`config.mk`:
```
export PLATFORM = sky130hd
export DESIGN_NAME = r2mdc_delay_commutator
export DESIGN_NICKNAME = d
export VERILOG_FILES = /design/src/rtl/fft_pkg.sv /design/src/rtl/delay_line.sv /design/src/rtl/r2mdc_delay_commutator.sv
export SDC_FILE = /design/constraint.sdc
export NUM_CORES = 1
export LEC_CHECK = 0
export ABC_AREA = 1
export CORE_AREA = 8 8 173 175
export DETAILED_ROUTE_END_ITERATION = 10
export DIE_AREA = 0 0 181 183
export PLACE_DENSITY = 0.71
export RECOVER_POWER = 25
export REMOVE_ABC_BUFFERS = 1
export SLEW_MARGIN = 20
export SYNTH_ARGS = -nofsm -noshare
export SYNTH_HDL_FRONTEND = slang
export SYNTH_HIERARCHICAL = 1
export SYNTH_SLANG_ARGS = --single-unit
```
`constraint.sdc`:
```
create_clock -name clk -period 6.1 [get_ports clk]
set_input_delay 0.61 -clock clk [delete_from_list [all_inputs] [get_ports clk]]
set_output_delay 0.61 -clock clk [all_outputs]
set_load 0.005 [all_outputs]
```
`src/rtl/fft_pkg.sv`:
```
// Shared FFT pipeline definitions: sample width, Q7.8 fixed-point format, complex sample type.
package fft_pkg;
   localparam int DATA_W    = 16;
   localparam int INT_BITS  = 7;
   localparam int FRAC_BITS = 8;

   typedef struct packed {
      logic signed [DATA_W-1:0] re;
      logic signed [DATA_W-1:0] im;
   } cplx_t;

   // Packed {re, im} word width for a given component width.
   function automatic int cplx_w(input int dw);
      return 2 * dw;
   endfunction
endpackage

```
`src/rtl/delay_line.sv`:
```
// Enabled shift register with synchronous clear; DEPTH=1 is a single register.
module delay_line #(
   parameter int DEPTH = 4,
   parameter int WIDTH = 32
) (
   input  logic             clk,
   input  logic             i_clr,
   input  logic             i_en,
   input  logic [WIDTH-1:0] i_d,
   output logic [WIDTH-1:0] o_q
);
   logic [WIDTH-1:0] r_sr [DEPTH];

   always_ff @(posedge clk) begin
      if (i_clr) begin
         for (int unsigned i = 0; i < DEPTH; i++) r_sr[i] <= '0;
      end else if (i_en) begin
         r_sr[0] <= i_d;
         for (int unsigned i = 1; i < DEPTH; i++) r_sr[i] <= r_sr[i-1];
      end
   end

   assign o_q = r_sr[DEPTH-1];
endmodule

```
`src/rtl/r2mdc_delay_commutator.sv`:
```
// R2MDC inter-stage reorder: upper-path delay, 2x2 commutator toggling every DELAY
// accepted samples, lower-output delay; emits (A, B) pairs DELAY samples apart.
module r2mdc_delay_commutator #(
   parameter int DELAY  = 4,
   parameter int DATA_W = 16,
   parameter int IDX_W  = 2
) (
   input  logic              clk,
   input  logic              rst,
   input  logic              in_valid,
   input  logic [DATA_W-1:0] in_up_re,
   input  logic [DATA_W-1:0] in_up_im,
   input  logic [DATA_W-1:0] in_lo_re,
   input  logic [DATA_W-1:0] in_lo_im,
   output logic              out_valid,
   output logic [DATA_W-1:0] out_a_re,
   output logic [DATA_W-1:0] out_a_im,
   output logic [DATA_W-1:0] out_b_re,
   output logic [DATA_W-1:0] out_b_im,
   output logic [IDX_W-1:0]  out_idx
);
   import fft_pkg::*;

   localparam int CNT_W = $clog2(2 * DELAY);
   localparam int W     = cplx_w(DATA_W);

   logic [CNT_W-1:0] r_cnt;
   logic             r_primed;
   logic [W-1:0]     w_up_in, w_lo_in, w_up_dly, w_c_up, w_c_lo, w_a_dly;
   logic             w_phase;
   logic [IDX_W-1:0] w_idx;

   assign w_up_in = {in_up_re, in_up_im};
   assign w_lo_in = {in_lo_re, in_lo_im};

   // cnt MSB is bit log2(DELAY) since cnt counts modulo 2*DELAY.
   assign w_phase = r_cnt[CNT_W-1];
   assign w_c_up  = w_phase ? w_lo_in  : w_up_dly;
   assign w_c_lo  = w_phase ? w_up_dly : w_lo_in;

   generate
      if (DELAY == 1) begin : g_idx_zero
         assign w_idx = '0;
      end else begin : g_idx_cnt
         assign w_idx = IDX_W'(r_cnt[CNT_W-2:0]);
      end
   endgenerate

   delay_line #(.DEPTH(DELAY), .WIDTH(W)) u_up_dly (
      .clk  (clk),
      .i_clr(rst),
      .i_en (in_valid),
      .i_d  (w_up_in),
      .o_q  (w_up_dly)
   );

   delay_line #(.DEPTH(DELAY), .WIDTH(W)) u_lo_dly (
      .clk  (clk),
      .i_clr(rst),
      .i_en (in_valid),
      .i_d  (w_c_lo),
      .o_q  (w_a_dly)
   );

   always_ff @(posedge clk) begin
      if (rst) begin
         r_cnt     <= '0;
         r_primed  <= 1'b0;
         out_valid <= 1'b0;
         out_a_re  <= '0;
         out_a_im  <= '0;
         out_b_re  <= '0;
         out_b_im  <= '0;
         out_idx   <= '0;
      end else begin
         out_valid <= in_valid & r_primed;
         if (in_valid) begin
            r_cnt <= r_cnt + CNT_W'(1);
            if (r_cnt == CNT_W'(DELAY - 1)) r_primed <= 1'b1;
            {out_a_re, out_a_im} <= w_a_dly;
            {out_b_re, out_b_im} <= w_c_up;
            out_idx              <= w_idx;
         end
      end
   end
endmodule

```
==> flow_metrics.py <==
metrics = {
    "outcome": {
        "outcome": "finished with violations",
        "violations": "capacitance limit, slew limit",
    },
    "grt": {
        "grt_max_degree": 87,
        "track_usage_pct": 13.33,
        "grt_pass1_wl_um": 36710,
        "antenna_found_initial": 4,
        "grt_pass1_vias": 7680,
        "overflow": 0,
    },
    "worst_setup_path": {
        "critPathMaxFanout": 81,
        "start_kind": "input pin",
        "worstSetupPathType": "input pin to flop",
        "ff2ff_path_depth": 5,
        "cp.required_ps": 6230,
        "worstPathArrival_ps": 4110,
        "timing.rr.start": "r_cnt[2]",
        "cp-end-kind": "flop",
        "path_cells": "clkbuf_1, or2_4, buf_4",
        "timing.rr.end": "r_primed",
        "regToRegSetupSlack_ps": 3470,
        "crit_slowest_cell": "clkbuf_1",
        "cp_slowest_stage_delay_ps": 1740,
    },
    "drt": {
        "ant_nets": 0,
        "drt_first_iter_violations": 517,
        "drt_first_pass_iters": 5,
        "drc": 0,
        "routed_via_density": 4.406,
        "routed_wl_um": 22290,
        "wl_per_cell_um": 12.19,
        "via_count": 8059,
    },
    "worst_hold_path": {
        "hold_end": "out_a_im[15]",
        "hold_start": "out_a_im[15]",
        "holdPathStages": 2,
        "hp-class": "flop to flop",
    },
    "placement": {
        "dp_hpwl_um": 13380,
        "port_buffers": 133,
        "finalWeightedCongestion": 0.8062,
    },
    "layout": {
        "utilization_pct": 58.07,
        "final_cell_mix": "nor2_1 (321), inv_1 (293), nand2_1 (263), edfxtp_1 (256), dfxtp_1 (70)",
        "layout_commonest_cell": "nor2_1",
        "drive_above_1_share_pct": 4.248,
        "final_nets": 1528,
        "area_growth_pct": 18.60,
        "diodes": 0,
    },
    "power": {
        "p_per_area_nw_per_um2": 321.4,
        "total_power_mw": 5.099,
        "ir_worst_vdd_mv": 0.1840,
        "p_leak_nw": 7.020,
    },
    "sta": {
        "hold_viol_final": 0,
        "max_freq_ghz": 0.2515,
        "rsz0062_at_grt": "no",
        "setup_viol": 0,
        "tightest_slew_ps": 2502,
        "clock_skew_ps": 10.75,
        "relSlewSlack_pct": -66.79,
        "layout_min_cycle_time_ps": 3976,
        "tns_ps": 0,
        "final.period_utilization_pct": 65.18,
        "drv_slew": 59,
    },
    "floorplanning": {
        "die_h_um": 183,
        "ios": 134,
        "die_area_um2": 33120,
        "core_um2": 27320,
        "start_util_pct": 48.96,
        "num_rows": 61,
        "die_w_um": 181,
    },
    "flow_run": {
        "drv_cap": 1,
    },
    "yosys": {
        "ys.warnings.count": 6,
        "synth_area_um2": 13380,
        "yosysSeqAreaShare_pct": 68.09,
        "synthCells": 1348,
        "avgSynthCellArea_um2": 9.924,
        "yosysUniqueCellTypes": 17,
        "ys_ff_latch": 327,
    },
    "clock_network": {
        "ctsHtreeMaxLevel": 2,
        "cts_buffer_depth": 3,
        "numCtsBuffers": 34,
        "post_cts_resized": 0,
        "cts_setup_buffers": 0,
        "cts_tree": "yes",
        "path_clk_slew_ps": 60,
        "postCtsHoldBufs": 0,
        "root_buffer": "clkbuf_16",
        "cts_sinks": 327,
        "clock_latency_ps": 500,
    },
}
==> synthesized netlist by cell type (all sizes together) <==
master / instances / area (um^2)
nor2: 321 / 1205
inv: 294 / 1104
nand2: 265 / 994.7
edfxtp: 256 / 7687
dfxtp: 71 / 1421
buf: 59 / 535.5
a21oi: 37 / 185.2
nand3: 32 / 160.2
clkbuf: 6 / 22.52
ha: 2 / 25.02
or2: 2 / 12.51
nor3: 1 / 5.000
nor3b: 1 / 12.51
o21bai: 1 / 7.510
==> how the worst max path moves through the flow <==
stage          startpoint                   end  slack [ps]  depth (start not counted)
2_1_floorplan         rst   u_lo_dly/r_sr[0][0]        3110                          3
3_3_place_gp          rst  u_lo_dly/r_sr[1][12]        2820                          3
3_5_place_dp          rst   u_up_dly/r_sr[2][6]        2760                          3
4_1_cts               rst  u_up_dly/r_sr[2][19]        3260                          3
5_1_grt          in_valid   u_lo_dly/r_sr[0][1]        1760                          5
6_report         in_valid  u_lo_dly/r_sr[1][20]        2120                          3
==> sequential cells by signal (all words and copies together) (netlist names), 2 cells and up <==
signal and count:
u_up_dly/r_sr 128, out_a_im 16, out_idx 2, u_lo_dly/r_sr 128, out_b_re 16, out_b_im 16
out_a_re 16, r_cnt 3
==> stage by stage <==
stage                     hold WS [ps]  setup slack, ps  cell area, um^2  instances
after global routing             473.8             1757            15870       1829
after floorplan                  414.9             3108            12820       1283
after global placement           448.4             2821            14650       1768
after CTS                        461.9             3263            15840       1828
final                            455.1             2124            15870       1829
after detailed placement         452.5             2760            14650       1768
==> per-layer routing <==
layer	wire [um]	up-vias	global-route usage, %	share of wire (%)
li1	-	4277	-	-
met1	9274	3613	15.40	42
met2	11350	118	23.89	51
met3	1104	43	3.542	5.0
met4	504	8	4.395	2.3
met5	55	-	0	0.25
==> report_power, final <==
| group | internal, mW | switching [mW] |
|---|---|---|
| registers | 2.55 | 0.0450 |
| clock network | 1.38 | 0.789 |
| logic | 0.137 | 0.200 |
==> worst max-delay path: cells and delay by family <==
| kind | cells | cell delay [ps] |
|---|---|---|
| and+or+nand+nor | 1 | 1060 |
| buffers and inverters | 2 | 2370 |
==> final cells by class <==
class,instances,area (um^2)
clock inverters,11,205.2
inverters,294,1105
well taps,346,432.9
multi-input cells,662,2628
flip-flops and latches,327,9110
repair buffers,140,1395
clock buffers,49,991.0
fillers,2244,11460
==> cell families (layout without fill, tap and decap cells) <==
family / after synthesis / count (layout) / synth area share (%)
AOI/OAI and AO/OA: 38 / 38 / 1.440
and+or+nand+nor: 622 / 622 / 17.86
adders and majority gates: 2 / 2 / 0.1870
buffers and inverters: 359 / 494 / 12.42
DFF: 327 / 327 / 68.09
(Power assumes the default switching activity.)
